<file path="src/rtl/mem_access_pkg.sv">
// Shared types and default sizing for the memory access controller.
package mem_access_pkg;
  localparam int ADDR_BITS_DEF  = 16;
  localparam int DATA_WIDTH_DEF = 64;
  localparam int BE_WIDTH       = DATA_WIDTH_DEF / 8;

  typedef enum logic [2:0] {
    IDLE    = 3'd0,
    ISSUE   = 3'd1,
    CAPTURE = 3'd2,
    WRITE   = 3'd3,
    RESP    = 3'd4
  } state_t;
endpackage

</file>
<file path="src/rtl/mem_access_ctrl_be_merge.sv">
// Byte-lane merge: enabled lanes from the new word, the rest from the old word.
// Purely combinational; no latency, no flow control.
module be_merge #(
  parameter int DATA_WIDTH = 64
) (
  input  logic [DATA_WIDTH-1:0]   i_old,
  input  logic [DATA_WIDTH-1:0]   i_new,
  input  logic [DATA_WIDTH/8-1:0] i_be,
  output logic [DATA_WIDTH-1:0]   o_merged
);
  always_comb begin
    o_merged = i_old;
    for (int i = 0; i < DATA_WIDTH / 8; i++) begin
      if (i_be[i]) o_merged[i*8 +: 8] = i_new[i*8 +: 8];
    end
  end
endmodule

</file>
<file path="src/rtl/mem_access_ctrl.sv">
// Single-outstanding CPU-to-SRAM access controller with read-modify-write for partial stores.
// Latency load 3 / full store 2 / partial store 4 / zero-be 1; req_ready only in IDLE, RESP holds until rsp_ready.
module mem_access_ctrl
  import mem_access_pkg::*;
#(
  parameter int ADDR_BITS  = ADDR_BITS_DEF,
  parameter int DATA_WIDTH = DATA_WIDTH_DEF
) (
  input  logic                    Clock,
  input  logic                    Reset_n,
  input  logic                    req_valid,
  output logic                    req_ready,
  input  logic                    req_write,
  input  logic [ADDR_BITS-1:0]    req_addr,
  input  logic [DATA_WIDTH-1:0]   req_wdata,
  input  logic [DATA_WIDTH/8-1:0] req_be,
  output logic                    rsp_valid,
  input  logic                    rsp_ready,
  output logic [DATA_WIDTH-1:0]   rsp_rdata,
  output logic                    rsp_err,
  output logic                    mem_WriteEnable,
  output logic [ADDR_BITS/2-1:0]  mem_X_addr,
  output logic [ADDR_BITS/2-1:0]  mem_Y_addr,
  output logic [DATA_WIDTH-1:0]   mem_Data_in,
  input  logic [DATA_WIDTH-1:0]   mem_Data_out
);
  localparam int HALF = ADDR_BITS / 2;
  localparam int BE_W = DATA_WIDTH / 8;

  state_t                r_state;
  logic [ADDR_BITS-1:0]  r_addr;
  logic                  r_write;
  logic [BE_W-1:0]       r_be;
  logic [DATA_WIDTH-1:0] r_wdata;
  logic [DATA_WIDTH-1:0] r_rdata;
  logic                  r_err;
  logic [DATA_WIDTH-1:0] w_merged;
  logic                  w_active;

  be_merge #(.DATA_WIDTH(DATA_WIDTH)) u_be_merge (
    .i_old    (mem_Data_out),
    .i_new    (r_wdata),
    .i_be     (r_be),
    .o_merged (w_merged)
  );

  always_ff @(posedge Clock) begin
    if (!Reset_n) begin
      r_state <= IDLE;
      r_addr  <= '0;
      r_write <= 1'b0;
      r_be    <= '0;
      r_wdata <= '0;
      r_rdata <= '0;
      r_err   <= 1'b0;
    end else begin
      case (r_state)
        IDLE: begin
          if (req_valid) begin
            r_addr  <= req_addr;
            r_write <= req_write;
            r_be    <= req_be;
            r_wdata <= req_wdata;
            r_rdata <= '0;
            r_err   <= 1'b0;
            if (!req_write) begin
              r_state <= ISSUE;
            end else if (req_be == '1) begin
              r_state <= WRITE;
            end else if (req_be == '0) begin
              // Nothing to store: reject without touching memory.
              r_err   <= 1'b1;
              r_state <= RESP;
            end else begin
              r_state <= ISSUE;
            end
          end
        end
        ISSUE:   r_state <= CAPTURE;
        CAPTURE: begin
          if (!r_write) begin
            r_rdata <= mem_Data_out;
            r_state <= RESP;
          end else begin
            r_wdata <= w_merged;
            r_state <= WRITE;
          end
        end
        WRITE:   r_state <= RESP;
        RESP:    if (rsp_ready) r_state <= IDLE;
        default: r_state <= IDLE;
      endcase
    end
  end

  assign w_active        = (r_state == ISSUE) || (r_state == CAPTURE) || (r_state == WRITE);
  assign req_ready       = (r_state == IDLE) && Reset_n;
  assign rsp_valid       = (r_state == RESP);
  assign rsp_rdata       = r_rdata;
  assign rsp_err         = r_err;
  // Gated by Reset_n so a reset landing in WRITE can never commit the store.
  assign mem_WriteEnable = (r_state == WRITE) && Reset_n;
  assign mem_X_addr      = w_active ? r_addr[ADDR_BITS-1:HALF] : '0;
  assign mem_Y_addr      = w_active ? r_addr[HALF-1:0] : '0;
  assign mem_Data_in     = w_active ? r_wdata : '0;
endmodule

</file>
<file path="config.mk">
export PLATFORM = sky130hd
export DESIGN_NAME = mem_access_ctrl
export DESIGN_NICKNAME = d
export VERILOG_FILES = /design/src/rtl/mem_access_pkg.sv /design/src/rtl/mem_access_ctrl_be_merge.sv /design/src/rtl/mem_access_ctrl.sv
export SDC_FILE = /design/constraint.sdc
export NUM_CORES = 1
export LEC_CHECK = 0
export CAP_MARGIN = 20
export CORE_MARGIN = 1
export CORE_UTILIZATION = 43
export DETAILED_ROUTE_END_ITERATION = 7
export PLACE_DENSITY = 0.81
export SYNTH_ARGS = -nofsm -noshare
export SYNTH_HDL_FRONTEND = slang
export SYNTH_SLANG_ARGS = --single-unit
</file>
<file path="constraint.sdc">
create_clock -name Clock -period 2.2 [get_ports Clock]
set_clock_uncertainty 0.05 [all_clocks]
set_input_delay 0.44 -clock Clock [delete_from_list [all_inputs] [get_ports Clock]]
set_output_delay 0.44 -clock Clock [all_outputs]
set_load 0.005 [all_outputs]
</file>
Yosys cells after proc, flatten, opt, wreduce, memory -nomap -nowiden
Index checks and enable logic that the tools add are counted.
{"block": "word_totals", "ff_bits": 157, "input_bits": 157, "out_inout_bits": 148, "elab_cells": 76}
{"block": "classes", "n_eq_ne": 17, "n_mux": 27, "n_reduce_logical": 18}
{"op": "64-bit two-way mux", "n": 5}
{"op": "64-bit case mux with 2 select lines", "n": 2}
{"op": "8-bit two-way mux", "n": 10}
{"op": "4-bit AND reduction", "n": 8}
{"op": "2-bit inequality test (second input constant)", "n": 11}
{"op": "3-bit two-way mux", "n": 6}
{"op": "3-bit case mux with 5 select lines", "n": 1}
{"op": "8-bit equality test (second input constant)", "n": 1}
{"op": "8-bit logical NOT", "n": 1}
{"op": "3-bit by 2-bit equality test with 1-bit output (second input constant)", "n": 2}
{"op": "2-bit AND reduction", "n": 2}
{"op": "3-bit by 1-bit equality test with 1-bit output (second input constant)", "n": 1}
{"op": "3-bit equality test (second input constant)", "n": 1}
{"op": "3-bit logical NOT", "n": 1}
{"op": "1-bit two-way mux", "n": 3}
{"op": "3-bit AND reduction", "n": 1}
{"op": "1-bit logical AND", "n": 2}
{"op": "1-bit logical OR", "n": 2}
{"op": "2-bit by 1-bit inequality test with 1-bit output (second input constant)", "n": 1}
{"op": "2-bit nonzero test", "n": 1}

Depth between registers and ports, before layout
{"block": "depth", "depth_word": 6, "mapped_depth": 6}

By module
Synthesis repeated with hierarchy kept, for this count alone.
{"block": "hier_totals", "cells_unflattened": 876, "hier_area_um2": 8388.0}
{"mod": "mem_access_ctrl", "instances": 1, "cells_per_inst": 804, "area_per_inst_um2": 7337.0, "seq_area_each_um2": 3143.0}
{"mod": "be_merge", "instances": 1, "cells_per_inst": 72, "area_per_inst_um2": 1051.0, "seq_area_each_um2": 0.0}

Worst setup path before layout
Ideal clock, no wire load.
{"block": "synth_timing", "kind": "flip-flop to output port", "from": "register r_state[1]", "to": "output mem_Data_in[0]", "t_arrival_ns": 1.413, "path_slack_ns": 0.297, "path_stages_with_launch": 7, "n_path_buf": 3, "cell_sequence": "dfxtp_1 buf_2 clkbuf_1 nor2_1 nor2_1 clkbuf_1 and2_1"}
{"block": "synth_between", "elab_chain_cells": 4, "elab_cells_between_ends": 6, "cone_classes": "3 x eq/ne; 1 x mux; 2 x reduce/logical"}
{"element": "start, declared", "line_no": "mem_access_ctrl.sv:30", "text": "state_t r_state;"}
{"element": "start signal, assigned", "line_no": "mem_access_ctrl.sv:49", "text": "r_state <= IDLE;"}
{"element": "start signal, assigned", "line_no": "mem_access_ctrl.sv:67", "text": "r_state <= ISSUE;"}
{"element": "start signal, assigned", "line_no": "mem_access_ctrl.sv:69", "text": "r_state <= WRITE;"}
{"element": "3-bit by 1-bit equality test with 1-bit output or 3-bit by 2-bit equality test with 1-bit output (tied branches)", "line_no": "mem_access_ctrl.sv:96", "text": "assign w_active = (r_state == ISSUE) || (r_state == CAPTURE) || (r_state == WRITE);"}
{"element": "1-bit logical OR", "line_no": "mem_access_ctrl.sv:96"}
{"element": "1-bit logical OR (*)", "line_no": "mem_access_ctrl.sv:96"}
{"element": "64-bit two-way mux (*)", "line_no": "mem_access_ctrl.sv:105", "text": "assign mem_Data_in = w_active ? r_wdata : '0;"}
{"element": "end, declared", "line_no": "mem_access_ctrl.sv:24", "text": "output logic [DATA_WIDTH-1:0] mem_Data_in,"}
Every way passes the cells marked *; elsewhere a longest branch is shown, timed or not.

Final worst setup path
{"block": "layout_timing", "from": "register r_state[1]", "to": "output mem_Data_in[62]"}
The elaborated chain is that of the path after synthesis.

==> summary.txt <==
Power and ir drop
  – Switching share of power: 25.1%
  – Cell Int Power: 0.00554 W
  – Comb pwr share: 18.5%
  – Maximum vdd drop: 0.554 mV
  – Sw Pwr: 0.00185 W
  – Clock power frac: 39.7%
  – Pwr/cell area: 660 mW/mm²
  – Total power: 0.00739 W
  – Leakage Power: 4.78 nW
  – Sequential share of power: 41.8%

Floorplan
  – Initial Util: 44.5%
  – Floorplan row count: 46
  – Die W: 131 µm
  – Die Height: 131 µm
  – I/O Pins: 305
  – Core region area: 0.0160 mm²
  – Die area: 0.0171 mm²

Timing
  – Final-report setup violation count: 7
  – Min Tclk post-route: 2.29 ns
  – Setup ws final: -0.0948 ns
  – Final worst hold slack: 0.256 ns
  – RSZ-0062 raised after global routing: true
  – Slew @ Worst Pin: 0.823 ns
  – Slew Viols, Final: 0
  – Peak Freq: 436 MHz
  – Fin crit share: 104%
  – Final Hold Fails: 0
  – Slew HR: 45.1%

Logic synthesis
  – Leading area contributor after synthesis: dfxtp_1
  – Top cells by area, synth: dfxtp_1 44%, mux2_2 10%, nand2_1 9.6%
  – Register area share after synthesis: 44.1%
  – Yosys warning count: 0
  – Post-synth EDFFs: 0
  – Syn Inst Count: 747
  – Syn Nets: 904
  – FF+latch count, synth: 157
  – Synth Flop Type: dfxtp_1
  – Post-synth top area share: 44.1%
  – Post-synthesis cell type count: 34
  – Cell Area, Synth: 0.00712 mm²
  – Synth async-reset ratio: 0%
  – Synthesized area per cell: 9.53 µm²

Outcome
  – Failing checks: negative setup slack
  – Status: finished, violations left

Layout
  – Finished Cell Area: 0.0112 mm²
  – Fillers: 1,316
  – Fin util: 70.0%
  – Area Growth Syn to Fin: 57.2%
  – Share of layout cells above drive strength 1: 14.8%
  – Nets: 1,204
  – Final antenna diode count: 0

Hold path
  – WHS Endpoint: r_state[0]
  – Cells on Worst Hold Path: 3
  – Worst hold path class: primary input to flop
  – Worst Hold Launch: Reset_n

Placed design
  – Post-DP HPWL: 15,200 µm
  – GP Congestion: 0.826
  – Setup Slack @ Placement: -0.0107 ns
  – Port Buffer Count: 304
  – Dpl cell area: 0.0105 mm²

Drt
  – Number of DRC markers in iteration 0: 282
  – Via density per instance: 5.15
  – Final WL: 22,200 µm
  – Post-DRT Antenna Nets: 0
  – # DRC: 0
  – First drt pass iteration count: 4
  – Wire per inst: 17.4 µm
  – Via count: 6,573

Worst setup path
  – Crit path launch type: flop
  – Flop2flop setup slack: 0.31 ns
  – Reg2Reg Depth: 4
  – Critical Path Fanout Max: 24
  – Setup CP Type: flop to primary output
  – Launch point of the worst reg-to-reg path: r_state[2]
  – CP max-delay cell: clkdlybuf4s50_1
  – CP Cell Sequence: nor2_4 > nor2_4 > buf_8 > and2_1 > clkdlybuf4s50_1
  – Crit path capture type: primary output
  – WP data required: 1.71 ns
  – Reg-to-Reg End: rsp_err
  – CP Launch Point: r_state[1]
  – Slowest cell delay on critical path: 0.49 ns
  – Worst EP arrival: 1.80 ns
  – Most frequent CP cell: nor2_4

GRT
  – GRT Util Overall: 25.0%
  – First-pass GRT wire length: 32,600 µm
  – Grt total ovfl: 0
  – Largest net degree at the start of global routing: 132
  – Number of global-route vias before repair: 6,276
  – Initial antenna violation count: 0

Clock network
  – Worst-Skew Late Latency: 0.41 ns
  – Clk root buf: clkbuf_16
  – CTS tree: done
  – TritonCTS Sinks: 157
  – Hold-fix buffers, CTS: 0
  – CTS clk-pin slew, worst paths: 0.06 ns
  – CTS buffer count: 17
  – CTS H-tree lvls: 4
  – Clk buf depth: 2

Run
  – MaxCap Viol Count: 0
[sequential cells by signal, indices dropped and copies added (netlist names)]
register / cells
r_addr: 16
r_be: 8
r_state: 3
r_wdata: 64
r_write: 1
rsp_err: 1
rsp_rdata: 64
[timing repair]
item / CTS / global route
endpoints found under the hold margin: 0 / 0
gates cloned: 1 / 3
pin swaps: 1 / 2
endpoints found under the setup margin: 83 / 81
resized for setup: 76 / 41
setup buffers: 3 / 3
[layer usage]
metal / up-vias / global-route usage [%] / share of wire (%) / wire length, µm
met2: 241 / 42.3 / 48 / 10800
met1: 3104 / 28.7 / 41 / 9120
met3: 29 / 8.71 / 8.3 / 1850
li1: 3199 / - / - / -
met4: 0 / 10.4 / 2.2 / 490
met5: - / 0 / 0 / 0
[area by class of cell]
cell class / count / area [µm²] / share of cell area, %
multi-input cells: 524 / 3740 / 33.4
flip-flops and latches: 157 / 3150 / 28.1
inverters: 2 / 7.51 / 0.0671
repair buffers: 345 / 3440 / 30.7
clock inverters: 10 / 113 / 1.01
clock buffers: 22 / 474 / 4.24
well taps: 216 / 270 / 2.41
[power by group through the flow]
stage	sequential (W)	combinational [W]	clock, W
3_5_place_dp	0.00315	0.00134	0
5_1_grt	0.00311	0.00147	0.00310
6_report	0.00309	0.00137	0.00293
4_1_cts	0.00309	0.00134	0.00298
2_1_floorplan	0.00313	0.000625	0
3_3_place_gp	0.00314	0.00132	0
[logic make-up (layout without fill, tap and decap cells)]
logic type | count (synthesis) | after routing | share of synthesized area (%)
AND/OR/NAND/NOR | 290 | 290 | 19.6
buffers and inverters | 66 | 379 | 3.92
AO/OA/AOI/OAI | 105 | 105 | 13.1
flip-flops | 157 | 157 | 44.1
multiplexers | 129 | 129 | 19.3
[metrics by stage]
step,cells,setup TNS [ns]
detailed placement,1236,-0.0107
finish,1276,-0.615
global placement,1236,0
CTS,1272,-2.50
floorplan,747,0
global route,1276,-2.78
[worst max-delay path, delay by kind of cell (launching register included)]
kind,cells,cell delay [ns]
DFF,1,0.36
buffers and inverters,2,0.68
and+or+nand+nor,3,0.32
[cell usage after synthesis, drive strengths merged (5+ instances only)]
cell type and count:
mux2i 64, mux2 65, buf 15, a32o 64, nor2 5, dfxtp 157
and2 80, o21ai 9, nand2 182, clkbuf 49, and3b 8, a21boi 27
[placed cells by master (no fill, tap or decap), types with 2 or more instances in the layout]
cell type,n
buf_4,27
nand2_1,182
buf_12,9
a21oi_1,2
inv_1,2
dlygate4sd2_1,45
clkinv_2,4
a32o_1,64
and2_1,79
a21boi_0,25
clkbuf_2,5
mux2i_1,64
bufinv_16,2
clkbuf_16,19
dlymetal6s2s_1,5
o21ai_1,7
nand2b_1,2
nor2_1,3
clkinvlp_4,2
clkdlybuf4s15_1,20
and3b_1,8
dfxtp_1,155
mux2_2,65
clkbuf_8,3
nor2_4,2
clkdlybuf4s50_1,227
nor2b_1,2
buf_6,3
clkbuf_1,2
[worst max path at each step]
stage | to | cells after the start
2_1_floorplan | mem_Data_in[0] | 6
3_3_place_gp | rsp_err | 4
3_5_place_dp | rsp_err | 4
4_1_cts | mem_Y_addr[4] | 6
5_1_grt | mem_X_addr[3] | 5
6_report | mem_Data_in[62] | 5
(Power assumes the default switching activity.)
